**config.mk**
```make
export PLATFORM = sky130hd
export DESIGN_NAME = dff_pipe_flat
export DESIGN_NICKNAME = d
export VERILOG_FILES = /design/src/rtl/dff_pipe_if.sv /design/src/rtl/dff_pipe.sv /design/src/flat_wrapper.sv
export SDC_FILE = /design/constraint.sdc
export NUM_CORES = 1
export LEC_CHECK = 0
export BUFFER_PORTS_ARGS = -buffer_cell sky130_fd_sc_hd__buf_2
export CELL_PAD_IN_SITES_DETAIL_PLACEMENT = 1
export CELL_PAD_IN_SITES_GLOBAL_PLACEMENT = 1
export CORE_MARGIN = 1.5
export CORE_UTILIZATION = 40
export DETAILED_ROUTE_END_ITERATION = 6
export GPL_TIMING_DRIVEN = 0
export HOLD_SLACK_MARGIN = 0.1
export PLACE_DENSITY = 0.73
export SLEW_MARGIN = 20
export SYNTH_ARGS = -nofsm -noshare
export SYNTH_HDL_FRONTEND = slang
export SYNTH_SLANG_ARGS = --single-unit
```
**constraint.sdc**
```tcl
create_clock -name clk -period 1.9 [get_ports clk]
set_input_delay 0.095 -clock clk [delete_from_list [all_inputs] [get_ports clk]]
set_output_delay 0.095 -clock clk [all_outputs]
set_load 0.005 [all_outputs]
```
**src/rtl/dff_pipe_if.sv**
```systemverilog
// dff_pipe_if: valid/ready bus for the dff_pipe register chain.
// master drives the upstream data, the downstream ready and flush.
// slave is the pipe itself.
interface dff_pipe_if #(
  parameter int WIDTH = 8,
  parameter int DEPTH = 4
);
  localparam int CW = $clog2(DEPTH + 1);

  logic             flush;
  logic [WIDTH-1:0] in_data;
  logic             in_valid;
  logic             in_ready;
  logic [WIDTH-1:0] out_data;
  logic             out_valid;
  logic             out_ready;
  logic [CW-1:0]    count;

  modport master (
    output flush, in_data, in_valid, out_ready,
    input  in_ready, out_data, out_valid, count
  );

  modport slave (
    input  flush, in_data, in_valid, out_ready,
    output in_ready, out_data, out_valid, count
  );
endinterface

```
**src/rtl/dff_pipe.sv**
```systemverilog
// dff_pipe: DEPTH-stage stallable register pipe with per-stage valid bits,
// bubble-collapsing ready chain, synchronous flush and occupancy count.
// Build option DFF_PIPE_RESET_DATA_EN: when defined, data registers are
// reset asynchronously to RESET_VAL together with the valid bits; when not
// defined, data registers carry no reset.
module dff_pipe #(
  parameter int               WIDTH     = 8,
  parameter int               DEPTH     = 4,
  parameter logic [WIDTH-1:0] RESET_VAL = '0
) (
  input  logic      clk,
  input  logic      rst,
  dff_pipe_if.slave bus
);
  localparam int CW = $clog2(DEPTH + 1);

  logic [DEPTH-1:0] vld_q;
  logic [DEPTH-1:0] vld_d;
  logic [CW-1:0]    cnt_q;
  logic [CW-1:0]    cnt_d;
  logic [WIDTH-1:0] data_q [DEPTH];
  logic [WIDTH-1:0] data_d [DEPTH];
  logic [DEPTH-1:0] rdy;
  logic             accept;

  function automatic logic [CW-1:0] popcount(input logic [DEPTH-1:0] v);
    logic [CW-1:0] n;
    n = '0;
    for (int i = 0; i < DEPTH; i++) begin
      n = n + CW'(v[i]);
    end
    return n;
  endfunction

  // Ready chain: a stage can load if it is empty or the stage after it loads.
  always_comb begin
    logic chain;
    chain = bus.out_ready;
    rdy   = '0;
    for (int i = DEPTH - 1; i >= 0; i--) begin
      chain  = !vld_q[i] || chain;
      rdy[i] = chain;
    end
  end

  assign bus.in_ready = rdy[0] && !bus.flush;
  assign accept       = bus.in_valid && bus.in_ready;

  // Valid bits and count: shift where ready, hold where stalled, clear on flush.
  always_comb begin
    vld_d = vld_q;
    if (bus.flush) begin
      vld_d = '0;
    end else begin
      if (rdy[0]) begin
        vld_d[0] = accept;
      end
      for (int i = 1; i < DEPTH; i++) begin
        if (rdy[i]) begin
          vld_d[i] = vld_q[i-1];
        end
      end
    end
    cnt_d = popcount(vld_d);
  end

  // Data moves with the ready chain; contents of empty stages are don't-care.
  always_comb begin
    for (int i = 0; i < DEPTH; i++) begin
      data_d[i] = data_q[i];
    end
    if (accept) begin
      data_d[0] = bus.in_data;
    end
    for (int i = 1; i < DEPTH; i++) begin
      if (rdy[i]) begin
        data_d[i] = data_q[i-1];
      end
    end
  end

  // Control state: valid bits and occupancy, cleared asynchronously.
  always_ff @(posedge clk or negedge rst) begin
    if (!rst) begin
      vld_q <= '0;
      cnt_q <= '0;
    end else begin
      vld_q <= vld_d;
      cnt_q <= cnt_d;
    end
  end

`ifdef DFF_PIPE_RESET_DATA_EN
  // Data registers with asynchronous reset to RESET_VAL.
  always_ff @(posedge clk or negedge rst) begin
    if (!rst) begin
      for (int i = 0; i < DEPTH; i++) begin
        data_q[i] <= RESET_VAL;
      end
    end else begin
      for (int i = 0; i < DEPTH; i++) begin
        data_q[i] <= data_d[i];
      end
    end
  end
`else
  // Reset value has no data register to load in this build.
  logic [WIDTH-1:0] unused_reset_val;
  assign unused_reset_val = RESET_VAL;

  // Reset-free data registers.
  always_ff @(posedge clk) begin
    for (int i = 0; i < DEPTH; i++) begin
      data_q[i] <= data_d[i];
    end
  end
`endif

  assign bus.out_valid = vld_q[DEPTH-1];
  assign bus.out_data  = data_q[DEPTH-1];
  assign bus.count     = cnt_q;
endmodule
```
**src/flat_wrapper.sv**
```systemverilog
// flat-port wrapper written by rule: the top's interface ports become plain ports
module dff_pipe_flat 
#(
  parameter int               WIDTH     = 8,
  parameter int               DEPTH     = 4,
  parameter logic [WIDTH-1:0] RESET_VAL = '0
)
  (clk, rst, bus_flush, bus_in_data, bus_in_valid, bus_out_ready, bus_in_ready, bus_out_data, bus_out_valid, bus_count);
  dff_pipe_if #(.WIDTH(WIDTH), .DEPTH(DEPTH)) bus_i ();
  input  logic clk;
  input  logic rst;
  input wire logic [$bits(bus_i.flush)-1:0] bus_flush;
  input wire logic [$bits(bus_i.in_data)-1:0] bus_in_data;
  input wire logic [$bits(bus_i.in_valid)-1:0] bus_in_valid;
  input wire logic [$bits(bus_i.out_ready)-1:0] bus_out_ready;
  output wire logic [$bits(bus_i.in_ready)-1:0] bus_in_ready;
  output wire logic [$bits(bus_i.out_data)-1:0] bus_out_data;
  output wire logic [$bits(bus_i.out_valid)-1:0] bus_out_valid;
  output wire logic [$bits(bus_i.count)-1:0] bus_count;
  assign bus_i.flush = bus_flush;
  assign bus_i.in_data = bus_in_data;
  assign bus_i.in_valid = bus_in_valid;
  assign bus_i.out_ready = bus_out_ready;
  assign bus_in_ready = bus_i.in_ready;
  assign bus_out_data = bus_i.out_data;
  assign bus_out_valid = bus_i.out_valid;
  assign bus_count = bus_i.count;
  dff_pipe #(.WIDTH(WIDTH), .DEPTH(DEPTH), .RESET_VAL(RESET_VAL)) u_core (.clk(clk), .rst(rst), .bus(bus_i));
endmodule
```
# Yosys cells after proc, flatten, opt, wreduce, memory -nomap -nowiden
# Memories as Yosys holds them, arrays and structs flattened.
# Cells that the tools add are included.
# word_totals
output_inout_bits,13
input_bits,13
ram_bits,32
ff_bits,7
memories,1
# classes
mux,9
n_reduce_logical,11
add_sub_neg,3
# mem_list
name,depth,word_bits,read_ports,rd_ports_with_merged_regs,write_ports,line_no,source
u_core.data_q,4,8,4,0,4,dff_pipe.sv:21,logic [WIDTH-1:0] data_q [DEPTH];
# op_table
op,count
two-way mux 8 bit,4
adder 3 x 1 -> 3 bit,2
zero test 1 bit,5
logical OR 1 bit,4
two-way mux 1 bit,4
two-way mux 4 bit,1
adder 1 x 1 -> 2 bit,1
logical AND 1 bit,2

# Longest topological paths before layout
# Gate-level depths: netlist (run 1).
# logic_depth
word_depth,12
depth_mapped,6
ltp_nobuf,6

# Worst setup path after synthesis (run 1)
# No wires, ideal clock.
# synth_timing
kind,flip-flop to flip-flop
start,register u_core.vld_q[2]
end,register u_core.cnt_q[1] (netlist: u_core.bus.count[1])
stages_incl_launch_ff,7
slack_ns,-0.034
synth_period_minus_slack_ns,1.934
setup_time_ns,0.126
path_buffers,0
arrival_ns,1.808
cell_sequence,dfrtp_1 and4b_2 inv_2 a21oi_1 ha_1 fa_1 ha_1
# synth_rtl
item,line_no,source
from (decl),dff_pipe.sv:17,logic [DEPTH-1:0] vld_q;
from (signal assigned),dff_pipe.sv:88,vld_q <= vld_d;
zero test 1 bit,dff_pipe.sv:41,chain = !vld_q[i] || chain;
logical OR 1 bit (2 in a row),dff_pipe.sv:41,
via u_core.rdy[1],dff_pipe.sv:23,logic [DEPTH-1:0] rdy;
two-way mux 1 bit,dff_pipe.sv:59,if (rdy[i]) begin
two-way mux 4 bit,dff_pipe.sv:52,if (bus.flush) begin
via u_core.vld_d[1],dff_pipe.sv:18,logic [DEPTH-1:0] vld_d;
adder 1 x 1 -> 2 bit,dff_pipe.sv:30,n = n + CW'(v[i]);
adder 3 x 1 -> 3 bit (2 in a row),dff_pipe.sv:30,
via u_core.cnt_d[1],dff_pipe.sv:20,logic [CW-1:0] cnt_d;
to (signal assigned),dff_pipe.sv:89,cnt_q <= cnt_d;
to (decl),dff_pipe.sv:19,logic [CW-1:0] cnt_q;
# The timed path passes the listed nets, and every way through them passes these cells.

# Final worst setup path (run 1)
# layout_timing
start,register u_core.vld_q[3]
end,register u_core.cnt_q[1] (netlist: u_core.bus.count[1])
# layout_between
elab_chain_len,12
# layout_rtl
item,line_no,source
zero test 1 bit (*),dff_pipe.sv:41,
logical OR 1 bit (*) (3 in a row),dff_pipe.sv:41,
via u_core.rdy[1],dff_pipe.sv:23,
logical OR 1 bit (*),dff_pipe.sv:41,
logical AND 1 bit,dff_pipe.sv:46,assign bus.in_ready = rdy[0] && !bus.flush;
logical AND 1 bit,dff_pipe.sv:47,assign accept = bus.in_valid && bus.in_ready;
two-way mux 1 bit (*),dff_pipe.sv:55,if (rdy[0]) begin
two-way mux 4 bit (*),dff_pipe.sv:52,
via u_core.vld_d[0],dff_pipe.sv:18,
adder 1 x 1 -> 2 bit (*),dff_pipe.sv:30,
adder 3 x 1 -> 3 bit (*) (2 in a row),dff_pipe.sv:30,
via u_core.cnt_d[1],dff_pipe.sv:20,
# Mark *: on every way through the listed nets, which the timed path passes. The rest lies on a longest branch.

==> results.md, run 1 <==
Route:
- After detailed routing, the number of vias per cell comes to 4.34.
- The routed design has 1.88 mm of wire.
- The vias after detailed routing is 638.
- The count of antenna-violating nets left after detailed routing is 0.
- The iteration count of the initial detailed-routing pass is 4.
- The DRC violations left is 0.
- The detail-routed net length per standard cell is 12.8 um.
- The violation count after the first detailed-route iteration is 12.

Global routing:
- For this run, global-route usage on met3 was measured as 3.93%.
- The initial antenna violation count is 0.
- The global-route wire length before repair is 3.02 mm.
- The via count of the first global-routing pass is 647.
- The aggregate global routing overflow is 0.
- Global routing used 12.8% of the available tracks.
- The global routing stage identified its most utilized layer as met2.
- Global routing consumed, on the met1 layer, 14.4% of the routing resources.
- The met2 track demand over resource in global routing is 20.1%.
- The pin count of the biggest net entering global routing is 12.

CTS:
- The CTS buffer count is 5.
- TritonCTS built the clock tree.
- The maximum root-to-sink buffer count is 2.
- The H-tree generated during clock tree synthesis spans 2 levels.
- The clock root buffer master is sky130_fd_sc_hd__clkbuf_4.
- The clock latency on the worst-skew pair is 0.32 ns.
- Counting every sink on the clock net gives 39.
- The CTS clock-pin slew for the worst setup and hold paths is 0.11 ns.

Placed design:
- Routability-driven placement finished with a final weighted congestion of 0.652.
- Port buffering added 25 buffers.
- Detailed placement ended at an HPWL of 1.17 mm.
- In this run, placement finished with an instance count of 125.

Yosys:
- The adder-cell share of the synthesized area is 3.53%.
- Yosys mapped a number of flops with a built-in enable equal to 32.
- The average cell area after synthesis is 22.8 um2.
- The number of nets in the synthesized netlist is 72.
- The cell area after technology mapping is 1280 um2.
- The synthesized-area fraction occupied by and/or/nand/nor cells is 2.65%.
- In the synthesized netlist, the cells that appear most often are sky130_fd_sc_hd__edfxtp_1 (32), sky130_fd_sc_hd__dfrtp_1 (7), sky130_fd_sc_hd__a21oi_1 (5).
- After synthesis, the cell types taking the most area are sky130_fd_sc_hd__edfxtp_1 (75%), sky130_fd_sc_hd__dfrtp_1 (14%), sky130_fd_sc_hd__a21oi_1 (2.0%).
- The top-area cell type share of the netlist area is 75.3%.
- Sequential elements use 89.0% of the synthesized area.
- Synthesis instantiated 12 different standard cells from the library.
- The complex-gate fraction of the synthesized area is 3.63%.
- For this run, asynchronously set or reset flops after synthesis account for 17.9%.
- The most used flip-flop cell after synthesis is sky130_fd_sc_hd__edfxtp_1.
- The dominant cell type by area after synthesis is sky130_fd_sc_hd__edfxtp_1.
- In the synthesized netlist, mux cells make up 0% of the area.
- The number of cells produced by synthesis is 56.
- Yosys printed 0 warnings.
- Yosys instantiated no cell more often than sky130_fd_sc_hd__edfxtp_1.
- The parity-gate share of the synthesized area counting xor and xnor cells is 0%.
- After synthesis, the largest family of logic cells by area is compound AO/OA/AOI/OAI gates.
- In this run, synthesis produced a sequential element count of 39.

Floorplanning:
- The die height is 59.5 um.
- The initial utilization of the core area, before any placement, comes to 41.8%.
- The area of the core region is 3050 um2.
- The number of primary I/O pins is 26.
- The width of the die is 59.5 um.
- The site row count is 20.
- The die covers 3540 um2.

Finish:
- Measured on the finished design, the core utilization comes to 55.1%.
- The final net count is 119.
- For this run, the number of standard cells in the final layout without fillers is 147.
- In the final layout, the share of cells above drive strength 1 is 42.7%.
- The count of filler cells inserted in the layout is 305.
- The area overhead of the layout relative to synthesis is 31.9%.
- 0 antenna diodes ended up in the layout.

Worst hold path:
- The worst hold-check path type is in -> async.

Setup path:
- In this run the worst path has a maximum fanout of 3.
- The arrival time of data at the critical path endpoint is 2.19 ns.
- The cell type with the highest occurrence count on the critical path is sky130_fd_sc_hd__ha_4.
- The worst setup path is captured at a register.
- Walking the worst path, the cells encountered are and4b_2 > clkinv_4 > o31ai_4 > ha_4 > fa_2 > ha_4.
- The buffering stage count on the worst path with inverters included is 1.
- For the worst setup path, the data required time is 2.17 ns.
- The type of the worst setup path is reg -> reg.
- The cell class contributing the biggest share of worst-path delay is adder cells.
- The worst register-to-register path has a depth of 6.
- For this run, the slowest stage of the critical path takes 0.38 ns.
- The cell with the biggest individual delay on the critical path is sky130_fd_sc_hd__dfrtp_1.
- STA classifies the critical path startpoint as a register.
- The number of gates on the worst path with buffers counted is 6.

Timing:
- The setup-violating endpoint count in the final report is 1.
- The final-layout worst hold slack is 0.122 ns.
- The worst-case headroom to the max-slew limit is 49.1%.
- Across the routed clock network, the largest skew measured is 0.00390 ns.
- The total count of hold-check failures in the final report is 0.
- At the pin with the least slew margin, the transition time is 0.763 ns.
- The worst path uses 101% of the clock period.
- The number of max-slew violations in the final report is 0.
- The final setup slack of the worst path is -0.0148 ns.
- The highest attainable clock frequency is 0.522 GHz.
- Subtracting the final worst setup slack from the clock period gives 1.91 ns.
- Setup repair after global routing could not meet its margin everywhere.

Power:
- For this design the total switching power over the nets is 283 uW.
- The analysis attributes to cell leakage a power of 0.000676 uW.
- The clock network accounts for 26.2% of the total power.
- The share of total power dissipated in sequential elements is 68.4%.
- The switching power share of the total is 20.0%.
- The share of power burned in combinational logic is 5.4%.
- Dividing total power by cell area gives a power density of 842 nW/um2.
- The design internal power is 1130 uW.
- VDD sags by at most 0.429 mV.

Flow run:
- The max-cap violation count is 0.

Run status:
- The run finished, with violations left.
- The final reports fail on setup timing.
[final timing paths]
path                                       endpoint                 from  slack [ns]
worst min register to register  u_core.data_q[2][0]  u_core.data_q[1][0]        0.43
max in group asynchronous           u_core.vld_q[3]                  rst        1.62
worst max-delay path            u_core.bus.count[1]      u_core.vld_q[3]       -0.01
min in group clk                u_core.data_q[3][1]        bus_out_ready        0.25
worst min-delay path            u_core.bus.count[1]                  rst        0.12
worst max register to register  u_core.bus.count[1]      u_core.vld_q[3]       -0.01
[layer usage]
layer	routed length, um	share of wire [%]
met1	746	40
met2	998	53
met3	85	4.5
met5	0	0
met4	46	2.5
[cell families (layout without fill, tap and decap cells)]
| logic type | count (synthesis) | in the layout |
|---|---|---|
| compound gates | 6 | 6 |
| fa+ha+maj | 3 | 3 |
| simple gates | 4 | 4 |
| buf+inv | 4 | 51 |
| flops | 39 | 39 |
[what timing repair did]
action                                  in CTS  in global routing
endpoints found under the setup margin       2                  6
setup buffers                                3                  1
endpoints found under the hold margin       19                  0
hold buffers                                11                  0
pin swaps                                    2                  2
resized for setup                            3                  4
[cell usage in the layout (no fill, tap or decap)]
cell and n:
sky130_fd_sc_hd__edfxtp_1 32, sky130_fd_sc_hd__buf_2 25, sky130_fd_sc_hd__dlygate4sd3_1 11, sky130_fd_sc_hd__dfrtp_1 7
sky130_fd_sc_hd__clkbuf_4 5, sky130_fd_sc_hd__buf_4 4, sky130_fd_sc_hd__inv_1 3, sky130_fd_sc_hd__a21oi_1 3
sky130_fd_sc_hd__a21oi_2 2, sky130_fd_sc_hd__ha_4 2, sky130_fd_sc_hd__and4b_2 1, sky130_fd_sc_hd__clkinv_4 1
sky130_fd_sc_hd__or2b_2 1, sky130_fd_sc_hd__nand3b_1 1, sky130_fd_sc_hd__nand2b_1 1, sky130_fd_sc_hd__o31ai_4 1
sky130_fd_sc_hd__fa_2 1, sky130_fd_sc_hd__clkinv_2 1, sky130_fd_sc_hd__clkinv_1 1
[registers in the layout (all words and copies together), names as in the netlist]
register / cells
u_core.data_q: 32
u_core.vld_q: 4
u_core.bus.count: 3
[area by class of cell]
class	instances	area, um2	area share, %
Inverter	4	20.0	1.19
Timing Repair Buffer	40	265	15.8
Clock inverter	2	8.76	0.520
Multi-Input combinational cell	13	160	9.52
Clock buffer	5	37.5	2.23
Sequential cell	39	1140	67.5
Tap cell	44	55.1	3.27
[power by group through the flow]
stage | logic (uW) | registers [uW] | clock network (uW)
finish | 76.0 | 970 | 372
global route | 84.6 | 973 | 423
CTS | 73.0 | 970 | 383
detailed placement | 52.4 | 989 | 0
global placement | 48.2 | 986 | 0
floorplan | 14.6 | 988 | 0
[stage by stage]
step	power [uW]	TNS, ns	setup WS, ns	cell area, um2
CTS	1430	-0.0313	-0.0313	1660
detailed placement	1040	-0.180	-0.140	1460
global placement	1030	-0.0713	-0.0713	1460
finish	1420	-0.0148	-0.0148	1680
floorplan	1000	0	0.0123	1280
global route	1480	-0.173	-0.0847	1680
Power figures use the tool's default switching activity.
==> inputs of run 2 (changes only) <==
--- a/config.mk
+++ b/config.mk
@@ -14,6 +14,7 @@
 export GPL_TIMING_DRIVEN = 0
 export HOLD_SLACK_MARGIN = 0.1
 export PLACE_DENSITY = 0.73
+export REMOVE_ABC_BUFFERS = 1
 export SLEW_MARGIN = 20
 export SYNTH_ARGS = -nofsm -noshare
 export SYNTH_HDL_FRONTEND = slang
==> run 2 against run 1 <==
Net effect: the run still ends with setup timing left; die area is the same; register-to-register slack barely moved; wire length shrank 4.2%; sequential share of layout area shrank 1.1 points; fmax increased by 0.75%; total power increased by 11%.
==> results.md, run 2 (synthesis gave the netlist of run 1 again) <==
Run status:
- The run finished, with violations left.
- The final reports fail on setup timing.

Floorplanning:
- The effective utilization at floorplan came to 41.8% (unchanged).
- The site row count is 20 (unchanged).
- The die height is 59.5 um (unchanged).
- The area of the core region came to 3050 um2 (unchanged).
- The width of the die is 59.5 um (unchanged).
- The number of primary I/O pins is 26 (unchanged).
- The area of the die is 3540 um2 (unchanged).

Finish:
- The flip-flop count of the largest register, all copies and words added is 32 (unchanged).
- The final net count is 118 (-0.84%).
- The number of antenna repair diodes is 0 (unchanged).
- The post-layout instance area is 1710 um2 (+1.6%).
- The largest register by flop count is u_core.data_q.
- Leaving out fill and tap cells, the most frequent cells in the layout are sky130_fd_sc_hd__edfxtp_1 (32), sky130_fd_sc_hd__buf_2 (25), sky130_fd_sc_hd__dlygate4sd3_1 (11), sky130_fd_sc_hd__dfrtp_1 (7), sky130_fd_sc_hd__clkbuf_4 (5).
- The commonest non-fill, non-tap cell in the layout is sky130_fd_sc_hd__edfxtp_1.
- The share of layout cells above drive strength 1 is 43.7% (+0.97 points).
- The count of filler cells inserted in the layout came to 295 (-3.3%).
- Relative to the synthesized area, the layout overhead comes to 34.0%.
- The final instance count without filler cells is 147 (unchanged).

Route:
- The detail-routed net length per standard cell is 12.2 um (-4.2%).
- The DRC violations left is 0 (unchanged).
- The iteration count of the initial detailed-routing pass is 2 (-2).
- The violation count after the first detailed-route iteration is 4 (-8).
- The detail-routed via count per cell came to 4.24 (-2.2%).
- The vias after detailed routing is 624 (-2.2%).
- The final routed wirelength across all metal layers is 1.80 mm (-4.2%).
- The count of antenna-violating nets left after detailed routing was 0 (unchanged).

Global routing:
- The initial antenna violation count was 0 (unchanged).
- The pin count of the biggest net entering global routing is 14 (+2).
- The via count of the first global-routing pass came to 635 (-1.9%).
- The aggregate global routing overflow is 0 (unchanged).
- The global routing usage summed across all routing layers is 11.9% (-0.87 points).
- The global-route wire length before repair is 2.85 mm (-5.7%).

Setup path:
- The critical path goes through and4b_2 > inv_6 > o31ai_4 > ha_4 > fa_2 > ha_4.
- The maximum fanout along the worst path was 4 (+1).
- The cell with the biggest individual delay on the critical path is sky130_fd_sc_hd__dfrtp_1.
- The critical path capture point type is a register.
- The kind of start point of the critical path is a register.
- The type of the worst setup path is reg -> reg.
- The arrival time of data at the critical path endpoint is 2.19 ns (about the same).
- The largest stage delay on the critical path is 0.40 ns (+0.02 ns).
- The cell type with the highest occurrence count on the critical path is sky130_fd_sc_hd__ha_4.
- The data required time at the worst endpoint came to 2.18 ns (about the same).

Power:
- The relative contribution of the clock network to total power came to 33.9% (+7.7 points).
- The largest voltage drop on the vdd net came to 0.604 mV (+41%).
- The power density relative to cell area is 924 nW/um2 (+9.7%).
- The design internal power is 1280 uW (+13%).
- The share of power burned in combinational logic was 4.7% (-0.7 points).
- The leakage power of the design was 0.000688 uW (+1.7%).
- The switching power share of the total came to 19.0% (-0.95 points).
- The register share of total power is 61.4% (-7.0 points).
- The net switching power of the design is 301 uW (+6.2%).

Placed design:
- The post-placement cell count is 125 (unchanged).
- The last weighted congestion value of the routability-driven placer was 0.626 (-4.0%).
- The area after detailed placement is 1460 um2 (-0.17%).
- The number of port buffers came to 25 (unchanged).

Timing:
- The worst-case headroom to the max-slew limit is 69.8% (+21 points).
- The final-layout worst hold slack came to 0.190 ns (+0.0674 ns).
- The highest attainable clock frequency is 0.526 GHz (+0.75%).
- The total count of hold-check failures in the final report came to 0 (unchanged).
- The ratio of final minimum period to clock period is 100% (-0.75 points).
- The number of max-slew violations in the final report is 0 (unchanged).
- The time the final worst path needs with I/O delays and setup was 1.90 ns (-0.0143 ns).
- The worst clock skew is 0.00851 ns (+0.00461 ns).
- The final setup slack of the worst path came to -0.000478 ns (+0.0143 ns).
- Setup repair after global routing could not meet its margin everywhere.
- The measured slew at the worst slew-check pin is 0.453 ns (-0.309 ns).
- The setup-violating endpoint count in the final report is 1 (unchanged).

CTS:
- The clock latency on the worst-skew pair came to 0.33 ns (about the same).
- The number of clock sinks is 39 (unchanged).
- The number of levels in the clock H-tree is 2 (unchanged).
- The maximum root-to-sink buffer count is 2 (unchanged).
- The CTS buffer count was 5 (unchanged).
- The CTS clock-pin slew for the worst setup and hold paths is 0.11 ns (about the same).
- The tree is rooted in a sky130_fd_sc_hd__clkbuf_4.
- The CTS tree is done.

Worst hold path:
- The tightest min-delay check is of the in -> reg type.

Flow run:
- The max-cap violation count came to 0 (unchanged).
[run 2: final timing paths]
path | slack (ns) | cells past startpoint | end | startpoint
max | -0.0005 | 6 | u_core.bus.count[1] | u_core.vld_q[3]
min | 0.19 | 4 | u_core.vld_q[0] | bus_in_valid
max reg2reg | -0.0005 | 6 | u_core.bus.count[1] | u_core.vld_q[3]
min reg2reg | 0.42 | 0 | u_core.data_q[2][0] | u_core.data_q[1][0]
max in group asynchronous | 1.08 | 3 | u_core.vld_q[0] | rst
min in group asynchronous | 0.65 | 3 | u_core.bus.count[2] | rst
[run 2: stage by stage]
step	util, %	TNS, ns	power, uW	setup WS [ns]
6_report	56.0	-0.000478	1580	-0.000478
5_1_grt	56.0	-0.0925	1640	-0.0773
4_1_cts	55.2	-0.0316	1600	-0.0316
3_5_place_dp	47.7	-0.312	1040	-0.211
3_3_place_gp	47.7	-0.181	1040	-0.139
2_1_floorplan	-	-0.0343	1000	-0.0343
[run 2: repair_timing]
| action | CTS | global route |
|---|---|---|
| hold endpoints to repair | 18 | 6 |
| hold buffers | 10 | 1 |
| buffers inserted | 3 | 0 |
| endpoints found under the setup margin | 3 | 10 |
| gates resized for setup | 5 | 2 |
| pin swaps | 2 | 2 |
[run 2: worst max-delay path, delay by kind of cell (launching register included)]
| family | cells | cell delay (ns) |
|---|---|---|
| AND/OR/NAND/NOR | 1 | 0.30 |
| buffers and inverters | 1 | 0.05 |
| adder cells (fa/ha/maj) | 3 | 0.88 |
| flip-flops | 1 | 0.40 |
| AO/OA/AOI/OAI | 1 | 0.23 |
[run 2: layout make-up]
class,count,area [um2],area share (%)
clock buffer,5,37.5,2.19
clock inverter,3,43.8,2.56
inverter,4,20.0,1.17
multi-input combinational,13,160,9.36
sequential,39,1140,66.4
tap,44,55.1,3.22
timing repair buffer,39,258,15.1
[run 2: layer usage]
metal	vias to the layer above	GRT usage, %	routed length, um
met4	0	8.77	40
met1	297	12.0	708
met3	4	3.93	89
met5	-	0	0
li1	302	-	-
met2	21	20.1	959
[run 2: power by group through the flow]
stage | sequential, uW | combinational [uW] | clock [uW]
after global placement | 986 | 48.7 | 0
final | 970 | 74.3 | 536
after CTS | 971 | 71.3 | 558
after global routing | 973 | 82.9 | 586
after detailed placement | 990 | 52.1 | 0
after floorplan | 988 | 14.5 | 0
==> inputs of run 3 (changes only) <==
--- a/config.mk
+++ b/config.mk
@@ -5,7 +5,7 @@
 export SDC_FILE = /design/constraint.sdc
 export NUM_CORES = 1
 export LEC_CHECK = 0
-export BUFFER_PORTS_ARGS = -buffer_cell sky130_fd_sc_hd__buf_2
+export BUFFER_PORTS_ARGS = -buffer_cell sky130_fd_sc_hd__buf_4
 export CELL_PAD_IN_SITES_DETAIL_PLACEMENT = 1
 export CELL_PAD_IN_SITES_GLOBAL_PLACEMENT = 1
 export CORE_MARGIN = 1.5
==> run 3 against run 2 <==
Net effect: the run still ends with setup timing left; register-to-register slack got worse by 0.02 ns; cell count is 0.68% higher; critical path depth stayed put; largest power group unchanged.
==> results.md, run 3 (synthesis gave the netlist of run 1 again) <==
Run status:
- The flow ran to the end, but the final reports show violations.
- The final reports fail on setup timing.

Setup path:
- The depth of the most critical reg-to-reg path is 6 (unchanged).
- The maximum fanout along the worst path is 10 (+6).
- The register-to-register setup slack is -0.02 ns (-0.02 ns).
- The kind of start point of the critical path is a register.
- The critical path capture point type is a register.
- The arrival time of data at the critical path endpoint came to 2.14 ns (-0.05 ns).
- The data required time at the worst endpoint was 2.12 ns (-0.06 ns).
- The setup path with the least slack is of type reg -> reg.

CTS:
- The CTS buffer count is 5 (unchanged).
- The CTS tree is done.
- The number of clock sinks came to 39 (unchanged).
- The maximum root-to-sink buffer count was 2 (unchanged).
- The clock latency on the worst-skew pair came to 0.32 ns (about the same).
- The number of levels in the clock H-tree was 2 (unchanged).
- The CTS clock-pin slew for the worst setup and hold paths is 0.11 ns (about the same).
- The clock root buffer master is sky130_fd_sc_hd__clkbuf_4.

Timing:
- The final-layout worst hold slack is 0.226 ns (+0.0359 ns).
- The highest attainable clock frequency is 0.522 GHz (-0.86%).
- The time the final worst path needs with I/O delays and setup is 1.92 ns (+0.0166 ns).
- The measured slew at the worst slew-check pin is 0.450 ns (-0.00364 ns).
- The worst-case headroom to the max-slew limit is 70.0% (+0.24 points).
- Setup repair after global routing could not meet its margin everywhere.
- The final setup slack of the worst path was -0.0170 ns (-0.0166 ns).
- The setup-violating endpoint count in the final report came to 1 (unchanged).
- The worst clock skew is 0.00710 ns (-0.00141 ns).
- The number of max-slew violations in the final report is 0 (unchanged).
- The total count of hold-check failures in the final report is 0 (unchanged).
- The ratio of final minimum period to clock period is 101% (+0.87 points).

Finish:
- The combined area of the multi-input logic cells is 151 um2 (-5.5%).
- The post-route core utilization was 58.8% (+2.7 points).
- The number of antenna repair diodes is 0 (unchanged).
- The area overhead of the layout relative to synthesis is 40.6%.
- The final net count was 119 (+0.85%).
- The top cell types in the final layout, fill and taps aside, are sky130_fd_sc_hd__edfxtp_1 (32), sky130_fd_sc_hd__buf_4 (28), sky130_fd_sc_hd__dlygate4sd3_1 (12), sky130_fd_sc_hd__dfrtp_1 (7), sky130_fd_sc_hd__clkbuf_4 (5).
- u_core.data_q holds more flip-flops than any other register.
- The commonest non-fill, non-tap cell in the layout is sky130_fd_sc_hd__edfxtp_1.
- The count of filler cells inserted in the layout was 285 (-3.4%).
- The share of layout cells above drive strength 1 came to 42.3% (-1.4 points).
- The flip-flop count of the largest register, all copies and words added is 32 (unchanged).
- The area occupied by registers is 1140 um2 (unchanged).

Global routing:
- The global routing usage summed across all routing layers is 12.4% (+0.51 points).
- The initial antenna violation count is 0 (unchanged).
- The global-route wire length before repair is 2.99 mm (+5.1%).
- The aggregate global routing overflow is 0 (unchanged).
- The via count of the first global-routing pass is 703 (+11%).
- The pin count of the biggest net entering global routing was 13 (-1).

Floorplanning:
- The width of the die is 59.5 um (unchanged).
- The site row count is 20 (unchanged).
- The area of the die is 3540 um2 (unchanged).
- The die height is 59.5 um (unchanged).
- The area of the core region is 3050 um2 (unchanged).
- The effective utilization at floorplan was 41.8% (unchanged).
- The number of primary I/O pins is 26 (unchanged).

Power:
- The power density relative to cell area was 956 nW/um2 (+3.5%).
- The design internal power came to 1430 uW (+12%).
- The relative contribution of the clock network to total power was 38.1% (+4.2 points).
- The largest voltage drop on the vdd net is 0.767 mV (+27%).
- The leakage power of the design is 0.000721 uW (+4.8%).
- The register share of total power came to 56.5% (-4.9 points).
- The share of power burned in combinational logic was 5.3% (+0.6 points).
- The switching power share of the total is 16.8% (-2.2 points).
- The net switching power of the design is 288 uW (-4.1%).

Route:
- The post-route met1 wirelength is 697 um (-1.6%).
- The violation count after the first detailed-route iteration is 9 (+5).
- The vias after detailed routing is 640 (+2.6%).
- The routed length on met3 came to 72 um (-19%).
- The count of antenna-violating nets left after detailed routing came to 0 (unchanged).
- The detail-routed via count per cell came to 4.32 (+1.9%).
- The detail-routed net length per standard cell came to 13.4 um (+9.7%).
- The length of routed met2 wiring came to 1.18 mm (+23%).
- The highest metal layer carrying signal wires in the routed design is met4.
- The iteration count of the initial detailed-routing pass is 3 (+1).
- The DRC violations left was 0 (unchanged).
- The final routed wirelength across all metal layers is 1.99 mm (+10%).

Placed design:
- The post-placement setup slack came to -0.192 ns (+0.0188 ns).
- The HPWL after detailed placement is 1.27 mm.
- The last weighted congestion value of the routability-driven placer came to 0.635 (+1.4%).
- The number of port buffers is 25 (unchanged).

Worst hold path:
- The number of cells traversed by the worst hold path was 2 (-2).
- The path class of the tightest hold or removal check is in -> reg.

Flow run:
- The max-cap violation count is 0 (unchanged).
[run 3: layer usage]
metal  vias up  track usage, %
li1        307               -
met1       314            11.0
met2        17            23.9
met3         2            3.28
met4         0            7.79
met5         -               0
[run 3: final timing paths]
check	from	endpoint
max	u_core.vld_q[1]	u_core.bus.count[1]
min	bus_out_ready	u_core.data_q[3][4]
max reg2reg	u_core.vld_q[1]	u_core.bus.count[1]
min reg2reg	u_core.data_q[2][3]	u_core.data_q[3][3]
max in group asynchronous	rst	u_core.bus.count[0]
min in group asynchronous	rst	u_core.vld_q[1]
[run 3: layout make-up]
cell class,count,share of cell area [%]
Sequential cell,39,63.3
Multi-Input combinational cell,13,8.44
Clock inverter,2,3.35
Timing Repair Buffer,40,18.4
Inverter,4,1.12
Clock buffer,6,2.30
Tap cell,44,3.07
[run 3: critical path: stages, from the launching register on]
cell and delay (ns):
sky130_fd_sc_hd__dfrtp_1 0.37, sky130_fd_sc_hd__and4b_2 0.29, sky130_fd_sc_hd__inv_6 0.08, sky130_fd_sc_hd__o31ai_4 0.19, sky130_fd_sc_hd__ha_1 0.28, sky130_fd_sc_hd__fa_2 0.37, sky130_fd_sc_hd__ha_4 0.25
[run 3: timing repair]
item / 4_1_cts / 5_1_grt
hold endpoints to repair: 19 / 0
pin swaps: 3 / 1
resized for setup: 5 / 2
hold buffers: 12 / 0
setup buffers: 3 / 0
endpoints found under the setup margin: 3 / 4
[run 3: stage by stage]
stage	TNS, ns	area [um2]	power, uW	std cells
2_1_floorplan	-0.0343	1280	1000	56
3_3_place_gp	-0.183	1520	1050	125
3_5_place_dp	-0.289	1520	1060	125
4_1_cts	-0.0252	1790	1730	148
5_1_grt	-0.0669	1790	1770	148
6_report	-0.0170	1790	1720	148
[run 3: power by group through the flow]
stage / registers, uW / logic (uW) / clock network (uW)
after floorplan: 988 / 14.5 / 0
after global placement: 987 / 62.8 / 0
after detailed placement: 991 / 66.4 / 0
after CTS: 971 / 90.6 / 673
after global routing: 974 / 99.1 / 701
final: 970 / 91.2 / 654
